[src/rtl/antares_load_store_unit_pkg.sv]
// Antares load/store unit shared definitions.
// State encodings, byte-enable constants and request bundle.
package antares_load_store_unit_pkg;

    localparam logic [1:0] LSU_IDLE = 2'd0;
    localparam logic [1:0] LSU_BUSY = 2'd1;
    localparam logic [1:0] LSU_DONE = 2'd2;

    localparam logic [3:0] BE_WORD    = 4'b1111;
    localparam logic [3:0] BE_HI_HALF = 4'b1100;
    localparam logic [3:0] BE_LO_HALF = 4'b0011;
    localparam logic [3:0] BE_HI_BYTE = 4'b1000;

    typedef struct packed {
        logic       load;
        logic       byte_op;
        logic       half;
        logic       sign;
        logic [1:0] off;
    } lsu_req_t;

    function automatic logic lsu_misaligned(
        input logic [1:0] off,
        input logic       byte_op,
        input logic       half
    );
        logic word;
        word = ~byte_op & ~half;
        return (word & (|off)) | (half & off[0]);
    endfunction

endpackage

[src/rtl/antares_load_aligner.sv]
// Antares load aligner: big-endian lane select and extension.
// Offset 0 selects bits [31:24].
module antares_load_aligner
    import antares_load_store_unit_pkg::*;
(
    input  logic [31:0] data_i,
    input  logic [1:0]  offset_i,
    input  logic        byte_i,
    input  logic        half_i,
    input  logic        sign_i,
    output logic [31:0] data_o
);

    logic [7:0]  byte_lane;
    logic [15:0] half_lane;

    // Pick the addressed byte and halfword lanes.
    always_comb begin
        byte_lane = data_i[31:24];
        unique case (offset_i)
            2'd0: byte_lane = data_i[31:24];
            2'd1: byte_lane = data_i[23:16];
            2'd2: byte_lane = data_i[15:8];
            2'd3: byte_lane = data_i[7:0];
        endcase
        half_lane = offset_i[1] ? data_i[15:0] : data_i[31:16];
    end

    // Extend the selected lane to 32 bits.
    always_comb begin
        data_o = data_i;
        unique case (1'b1)
            byte_i:
                data_o = {{24{sign_i & byte_lane[7]}}, byte_lane};
            half_i:
                data_o = {{16{sign_i & half_lane[15]}}, half_lane};
            default:
                data_o = data_i;
        endcase
    end

endmodule

[src/rtl/antares_load_store_unit.sv]
// Antares load/store unit: data-port handshake, stall,
// load alignment and address/bus exception flags.
module antares_load_store_unit
    import antares_load_store_unit_pkg::*;
#(
    parameter int TIMEOUT_CYCLES = 0
) (
    input  logic        clk,
    input  logic        rst,
    input  logic [31:0] mem_address,
    input  logic [31:0] mem_store_data,
    input  logic        mem_mem_read,
    input  logic        mem_mem_write,
    input  logic        mem_byte,
    input  logic        mem_halfword,
    input  logic        mem_sign_extend,
    input  logic        mem_stall,
    input  logic        mem_flush,
    output logic [31:0] mem_read_data,
    output logic        mem_request_stall,
    output logic        exc_address_if_load,
    output logic        exc_address_if_store,
    output logic        exc_bus_error,
    output logic [29:0] dport_address,
    output logic [31:0] dport_data_o,
    output logic [3:0]  dport_wr,
    output logic        dport_enable,
    input  logic [31:0] dport_data_i,
    input  logic        dport_ready,
    input  logic        dport_error
);

    localparam int CW = (TIMEOUT_CYCLES > 2) ? $clog2(TIMEOUT_CYCLES) : 1;
    localparam bit TO_EN = (TIMEOUT_CYCLES > 0);
    localparam logic [CW-1:0] TO_LAST =
        CW'((TIMEOUT_CYCLES > 0) ? TIMEOUT_CYCLES - 1 : 0);

    logic [1:0]    state_q, state_d;
    logic [29:0]   addr_q, addr_d;
    logic [31:0]   wdata_q, wdata_d;
    logic [3:0]    wr_q, wr_d;
    logic          en_q, en_d;
    logic [31:0]   rdata_q, rdata_d;
    logic          err_q, err_d;
    logic          flush_q, flush_d;
    logic [CW-1:0] cnt_q, cnt_d;
    lsu_req_t      req_q, req_d;

    logic          idle;
    logic          misal;
    logic          start;
    logic          timeout;
    logic          killed;
    logic [3:0]    st_be;
    logic [31:0]   st_data;
    logic [31:0]   aligned;

    assign idle    = (state_q == LSU_IDLE);
    assign misal   = lsu_misaligned(mem_address[1:0], mem_byte, mem_halfword);
    assign start   = (mem_mem_read | mem_mem_write) & ~misal
                   & ~mem_flush & ~mem_stall;
    assign timeout = TO_EN && (cnt_q == TO_LAST);
    assign killed  = flush_q | mem_flush;

    antares_load_aligner u_aligner (
        .data_i   (dport_data_i),
        .offset_i (req_q.off),
        .byte_i   (req_q.byte_op),
        .half_i   (req_q.half),
        .sign_i   (req_q.sign),
        .data_o   (aligned)
    );

    // Store byte enables and lane-replicated write data.
    always_comb begin
        st_be   = BE_WORD;
        st_data = mem_store_data;
        unique case (1'b1)
            mem_byte: begin
                st_be   = BE_HI_BYTE >> mem_address[1:0];
                st_data = {4{mem_store_data[7:0]}};
            end
            mem_halfword: begin
                st_be   = mem_address[1] ? BE_LO_HALF : BE_HI_HALF;
                st_data = {2{mem_store_data[15:0]}};
            end
            default: begin
                st_be   = BE_WORD;
                st_data = mem_store_data;
            end
        endcase
    end

    // Next-state logic for the bus handshake FSM.
    always_comb begin
        state_d = state_q;
        addr_d  = addr_q;
        wdata_d = wdata_q;
        wr_d    = wr_q;
        en_d    = en_q;
        rdata_d = rdata_q;
        err_d   = err_q;
        flush_d = flush_q;
        cnt_d   = cnt_q;
        req_d   = req_q;
        unique case (state_q)
            LSU_IDLE: begin
                if (start) begin
                    addr_d       = mem_address[31:2];
                    wdata_d      = mem_mem_write ? st_data : '0;
                    wr_d         = mem_mem_write ? st_be : 4'b0000;
                    en_d         = 1'b1;
                    flush_d      = 1'b0;
                    cnt_d        = '0;
                    req_d.load   = mem_mem_read & ~mem_mem_write;
                    req_d.byte_op = mem_byte;
                    req_d.half   = mem_halfword;
                    req_d.sign   = mem_sign_extend;
                    req_d.off    = mem_address[1:0];
                    state_d      = LSU_BUSY;
                end
            end
            LSU_BUSY: begin
                cnt_d = cnt_q + 1'b1;
                if (mem_flush) begin
                    flush_d = 1'b1;
                end
                if (dport_ready) begin
                    en_d    = 1'b0;
                    rdata_d = req_q.load ? aligned : '0;
                    err_d   = dport_error;
                    state_d = killed ? LSU_IDLE : LSU_DONE;
                end else if (timeout) begin
                    en_d    = 1'b0;
                    rdata_d = '0;
                    err_d   = 1'b1;
                    state_d = killed ? LSU_IDLE : LSU_DONE;
                end
            end
            LSU_DONE: begin
                if (!mem_stall) begin
                    state_d = LSU_IDLE;
                end
            end
            default: begin
                en_d    = 1'b0;
                state_d = LSU_IDLE;
            end
        endcase
    end

    // State and bus-port registers.
    always_ff @(posedge clk or negedge rst) begin
        if (!rst) begin
            state_q <= LSU_IDLE;
            addr_q  <= '0;
            wdata_q <= '0;
            wr_q    <= '0;
            en_q    <= 1'b0;
            rdata_q <= '0;
            err_q   <= 1'b0;
            flush_q <= 1'b0;
            cnt_q   <= '0;
            req_q   <= '0;
        end else begin
            state_q <= state_d;
            addr_q  <= addr_d;
            wdata_q <= wdata_d;
            wr_q    <= wr_d;
            en_q    <= en_d;
            rdata_q <= rdata_d;
            err_q   <= err_d;
            flush_q <= flush_d;
            cnt_q   <= cnt_d;
            req_q   <= req_d;
        end
    end

    assign dport_address        = addr_q;
    assign dport_data_o         = wdata_q;
    assign dport_wr             = wr_q;
    assign dport_enable         = en_q;
    assign mem_request_stall    = idle ? start : (state_q == LSU_BUSY);
    assign mem_read_data        = (state_q == LSU_DONE) ? rdata_q : '0;
    assign exc_bus_error        = (state_q == LSU_DONE) & err_q;
    assign exc_address_if_load  = idle & mem_mem_read & misal;
    assign exc_address_if_store = idle & mem_mem_write & misal;

endmodule

[config.mk]
export PLATFORM = sky130hd
export DESIGN_NAME = antares_load_store_unit
export DESIGN_NICKNAME = d
export VERILOG_FILES = /design/src/rtl/antares_load_store_unit_pkg.sv /design/src/rtl/antares_load_aligner.sv /design/src/rtl/antares_load_store_unit.sv
export SDC_FILE = /design/constraint.sdc
export NUM_CORES = 1
export LEC_CHECK = 0
export CAP_MARGIN = 20
export CORE_UTILIZATION = 45
export DETAILED_ROUTE_END_ITERATION = 8
export GPL_TIMING_DRIVEN = 0
export PLACE_DENSITY_LB_ADDON = 0.2
export SLEW_MARGIN = 5
export SYNTH_ARGS = -nofsm -noshare
export SYNTH_HDL_FRONTEND = slang
export SYNTH_HIERARCHICAL = 1
export SYNTH_SLANG_ARGS = --single-unit
[constraint.sdc]
create_clock -name clk -period 2.3 [get_ports clk]
set_input_delay 0.46 -clock clk [delete_from_list [all_inputs] [get_ports clk]]
set_output_delay 0.46 -clock clk [all_outputs]
set_load 0.005 [all_outputs]
-- Word level (Yosys, flattened, before mapping)
Cells that the tools add are included.
- register bits: 109
- bits of input ports: 107
- output and inout bits: 103
- word-level logic and storage cells: 78
- equal/unequal tests: 9
- shift-type cells: 1
- muxes and demuxes: 22
- bitwise gates (word level): 24
- reduce and logical (&&, ||, !) cells: 9
- operators with widths (cell ; count):
    one-hot mux 32 bit (2 select lines) ; 2
    2-to-1 mux 32 bit ; 3
    one-hot mux 8 bit (4 select lines) ; 1
    2-to-1 mux 16 bit ; 1
    AND 1 bit ; 14
    AND reduction 3 bit ; 3
    2-to-1 mux 2 bit ; 4
    2-to-1 mux 4 bit ; 2
    one-hot mux 4 bit (2 select lines) ; 1
    inverter 1 bit ; 7
    == test 2 bit, second input constant ; 3
    inequality test 2 bit, second input constant ; 3
    one-hot mux 2 bit (3 select lines) ; 1
    2-to-1 mux 1 bit ; 5
    == test 2 x 1 -> 1 bit, second input constant ; 2
    zero test 2 bit ; 2
    AND reduction 2 bit ; 2
    right shift 4 x 2 -> 4 bit, first input constant ; 1
    bitwise OR 1 bit ; 3
    one-hot mux 1 bit (3 select lines) ; 1
    inequality test 2 x 1 -> 1 bit, second input constant ; 1
    one-hot mux 1 bit (2 select lines) ; 1
    nonzero test 2 bit ; 1
    OR reduction 2 bit ; 1

-- Longest topological paths before layout
- depth after elaboration: 10
- mapped depth: 7
- gate-level depth less buffers: 5

-- Hierarchy
The synthesis kept the hierarchy.
- by module, submodules not included (module ; instances ; cells an instance ; area an instance (µm²) ; sequential area each (µm²)):
    antares_load_store_unit ; 1 ; 464 ; 5121.2 ; 2727.6
    antares_load_aligner ; 1 ; 89 ; 699.4 ; 0.0

-- Worst setup path before layout
OpenSTA, ideal clock, no wires.
- kind: input to register
- start: in dport_data_i[7]
- end: reg rdata_q[14]
- setup time: 0.133 ns
- data arrival time: 1.594 ns
- required time: 2.167 ns
- path slack: 0.573 ns
- cell stages on the path: 6
- buffers on the path: 1
- cell sequence: mux4_2 and2_1 buf_2 a221o_1 nand2_1 o21ai_0
- longest elaborated chain between the ends: 4
- RTL lines (item ; line ; source):
    start, declared ; antares_load_store_unit.sv:28 ; input logic [31:0] dport_data_i,
    one-hot mux 8 bit (4 select lines) ; antares_load_aligner.sv:20 ; unique case (offset_i)
    AND 1 bit ; antares_load_aligner.sv:34 ; data_o = {{24{sign_i & byte_lane[7]}}, byte_lane};
    one-hot mux 32 bit (2 select lines) ; antares_load_aligner.sv:32 ; unique case (1'b1)
    named net aligned[14] ; antares_load_store_unit.sv:56 ; logic [31:0] aligned;
    2-to-1 mux 32 bit ; antares_load_store_unit.sv:130 ; rdata_d = req_q.load ? aligned : '0;
    end signal, assigned ; antares_load_store_unit.sv:171 ; rdata_q <= rdata_d;
    end, declared ; antares_load_store_unit.sv:43 ; logic [31:0] rdata_q, rdata_d;
The timed path passes the listed nets, and every way through them passes these cells.
A chain may end at the register's enable or synchronous reset.

-- Final worst setup path
- start: in mem_byte
- end: out exc_address_if_load
- longest elaborated chain between the ends: 5
- RTL lines (item ; line ; source):
    start, declared ; antares_load_store_unit.sv:14 ; input logic mem_byte,
    inverter 1 bit ; antares_load_store_unit_pkg.sv:28 ; word = ~byte_op & ~half;
    AND 1 bit ; antares_load_store_unit_pkg.sv:28 ;
    AND 1 bit ; antares_load_store_unit_pkg.sv:29 ; return (word & (|off)) | (half & off[0]);
    bitwise OR 1 bit ; antares_load_store_unit_pkg.sv:29 ;
    AND 1 bit ; antares_load_store_unit.sv:186 ; assign exc_address_if_load = idle & mem_mem_read & misal;
    end, declared ; antares_load_store_unit.sv:21 ; output logic exc_address_if_load,
No other way between the ends.

==> impl_metrics.py <==
metrics = {
    "global_routing": {
        "grt_overflow": 0,
        "grt_usage": 0.2570,
        "antenna_found_initial": 0,
        "grt_pass1_wl_mm": 26.14,
        "first_global_vias": 5186,
        "grt_max_degree": 64,
    },
    "cts": {
        "cts_max_path_buffers": 2,
        "cts_made_buffers": 9,
        "insertion_delay_ps": 350,
        "cts_tree": "built",
        "clock-root-buffer": "clkbuf_16",
        "cts_sinks": 109,
        "clk_pin_slew_ps": 70,
        "ctsHtreeMaxLevel": 3,
    },
    "sta": {
        "fin_tns_setup_ps": 0,
        "hold_viol_final": 0,
        "setup_slack_ps": 45.40,
        "fin_skew_ps": 8.286,
        "whs_ps": 113.9,
        "min_period_ps": 2255,
        "final-max-slew-violation-count": 0,
        "fmax_mhz": 443.5,
        "worst_slew_pin_slew_ps": 667.9,
        "setup-violations-final": 0,
        "slew_headroom": 0.5531,
        "post-route-period-util": 0.9803,
    },
    "min_path": {
        "hold_class": "input pin to async pin",
    },
    "die": {
        "ioPinCount": 210,
        "die_w_um": 115.7,
        "die_h_um": 115.7,
        "fp.coreArea_sq_mm": 0.01262,
        "start_util": 0.4612,
        "fp-row-count": 41,
        "dieArea_sq_mm": 0.01339,
    },
    "pwr": {
        "power.total_uw": 6972,
        "p_leak_uw": 0.004093,
        "vdd_drop_max_uv": 599.5,
        "pwr_density_cell_mw_per_mm2": 809.0,
    },
    "yosys": {
        "synth_cell_types": 35,
        "synth_area_leader_cell": "dfrtp_1",
        "syn-cell-area_sq_mm": 0.005821,
        "netlist_top_cells_area": "dfrtp_1 (47%), mux2_4 (10%), nand2_1 (6.8%), mux2_2 (6.8%), and3_1 (3.5%)",
        "syn_nets": 660,
        "synth_edf_count": 0,
        "synth_top_cell_area_share": 0.4686,
        "synth_warnings": 6,
        "synthArstFlopShare": 1.000,
        "synth_cells": 553,
        "syn_area_per_cell_sq_um": 10.53,
        "ys_seq_elements": 109,
        "seq_area_frac_synth": 0.4686,
        "ys.flop_type": "dfrtp_1",
    },
    "detailed_routing": {
        "dr.pass1.iters": 4,
        "ant_nets": 0,
        "drc": 0,
        "drt_wl_total_mm": 16.77,
        "detail_route.vias_per_cell": 5.242,
        "first_iter_violations": 246,
        "wl_per_cell_um": 17.47,
        "vias": 5032,
    },
    "critical_path": {
        "worstSetupEndpointType": "output pin",
        "worst_ep_arrival_time_ps": 1790,
        "crit_type": "input pin to output pin",
        "reg2reg_depth": 7,
        "regToRegSetupSlack_ps": 280,
        "required_ps": 1840,
        "rr_startpoint": "req_q[3]",
        "r2r_end": "rdata_q[7]",
        "start_kind": "input pin",
        "critPathMaxFanout": 7,
    },
    "run": {
        "cap_violations": 0,
    },
    "cells_and_area": {
        "drive_gt1_frac": 0.1753,
        "fin_util": 0.6828,
        "fillers": 1024,
        "area_delta_synth_final_pct": 48.04,
        "final_nets": 889,
    },
    "outcome": {
        "status": "finished, final reports clean",
    },
    "place": {
        "port_buffers": 209,
        "gp_congestion": 0.8703,
        "place_ws_ps": -609.4,
        "hpwl_mm": 12.73,
    },
}
## state kept, by name, indices dropped and copies added (netlist names)
signal         count
dport_data_o      32
flush_q            1
state_q            2
req_q              6
dport_enable       1
rdata_q           32
dport_wr           4
err_q              1
dport_address     30
## metal layers
layer  up-vias  wire, um  track usage
met5         -         0            0
met4         0       295      0.09060
li1       2386         -            -
met3        25      1107      0.07584
met1      2428      7052       0.3186
met2       193      8311       0.4279
## metrics by stage
stage | area (sq um) | cells
2_1_floorplan | 5821 | 553
3_3_place_gp | 8128 | 934
3_5_place_dp | 8153 | 935
4_1_cts | 8519 | 955
5_1_grt | 8615 | 959
6_report | 8617 | 960
## cells in the final DEF (no fill, tap or decap), types with 3 or more instances in the layout
master	n
clkinvlp_4	3
mux4_2	4
buf_4	7
a21boi_0	18
inv_1	13
dlymetal6s2s_1	3
a21oi_1	3
mux2_2	35
o21a_1	4
a22oi_1	20
mux2_4	40
a221o_1	8
o21ai_0	41
clkbuf_1	23
a21o_1	16
o22ai_1	4
nand2_1	106
and3_1	33
nor2_1	11
nor2b_1	11
buf_6	11
buf_2	9
nand2b_1	7
mux2i_1	10
dlygate4sd2_1	3
clkbuf_16	10
dfrtp_1	108
clkdlybuf4s50_1	200
## worst max path at each step
stage	from	to	slack, ps	depth (start not counted)
2_1_floorplan	dport_data_i[7]	rdata_q[14]	570	6
3_3_place_gp	rst	dport_data_o[21]	-3290	1
3_5_place_dp	mem_halfword	exc_address_if_load	-610	6
4_1_cts	mem_byte	exc_address_if_store	-110	7
5_1_grt	mem_byte	exc_address_if_load	-9	7
6_report	mem_byte	exc_address_if_load	50	7
## synth_stat cells (all sizes together) (2+ instances only)
master / instances
a21oi: 3
nor2: 11
and2: 2
a22oi: 20
a221o: 8
nand2b: 7
dfrtp: 109
o22ai: 4
mux2i: 10
mux4: 4
nand2: 106
nor4b: 2
a21boi: 18
nor2b: 11
o21ai: 42
mux2: 75
o21a: 4
buf: 15
a21o: 16
o31ai: 2
clkbuf: 30
and3: 33
inv: 14
## power breakdown
part / switching (uW) / internal, uW
Sequential: 317 / 2440
Combinational: 1040 / 1620
Clock: 715 / 848
Total: 2070 / 4900
## area by class of cell
type / count / area [sq um] / share of cell area
Sequential cell: 109 / 2729 / 0.3167
Buffer: 45 / 276.5 / 0.03209
Inverter: 14 / 56.30 / 0.006534
Tap cell: 172 / 215.2 / 0.02497
Timing Repair Buffer: 218 / 2208 / 0.2563
Clock inverter: 7 / 72.57 / 0.008422
Clock buffer: 9 / 225.2 / 0.02614
Multi-Input combinational cell: 385 / 2831 / 0.3286
Antenna cell: 1 / 2.502 / 0.0002904
## repair_timing
action	4_1_cts	5_1_grt
pin swaps	1	0
gates resized for setup	25	23
buffers inserted	4	3
cloned	0	1
hold buffers	0	0
setup endpoints to repair	36	30
## worst max-delay path, cell delays in order
cell             delay (ps)
clkdlybuf4s50_1         430
nand2b_1                110
buf_6                   130
o21ai_2                  70
buf_4                   160
nor4b_2                 260
buf_2                   170
## cell families (layout without fill, tap and decap cells)
group	count (synthesis)	count (layout)	synth area share
AO/OA/AOI/OAI	120	120	0.1395
buffers and inverters	59	293	0.04794
flip-flops	109	109	0.4686
multiplexers	89	89	0.2036
other	0	1	0
AND/OR/NAND/NOR	176	176	0.1404
No activity file was read; power rests on OpenSTA's default activity.
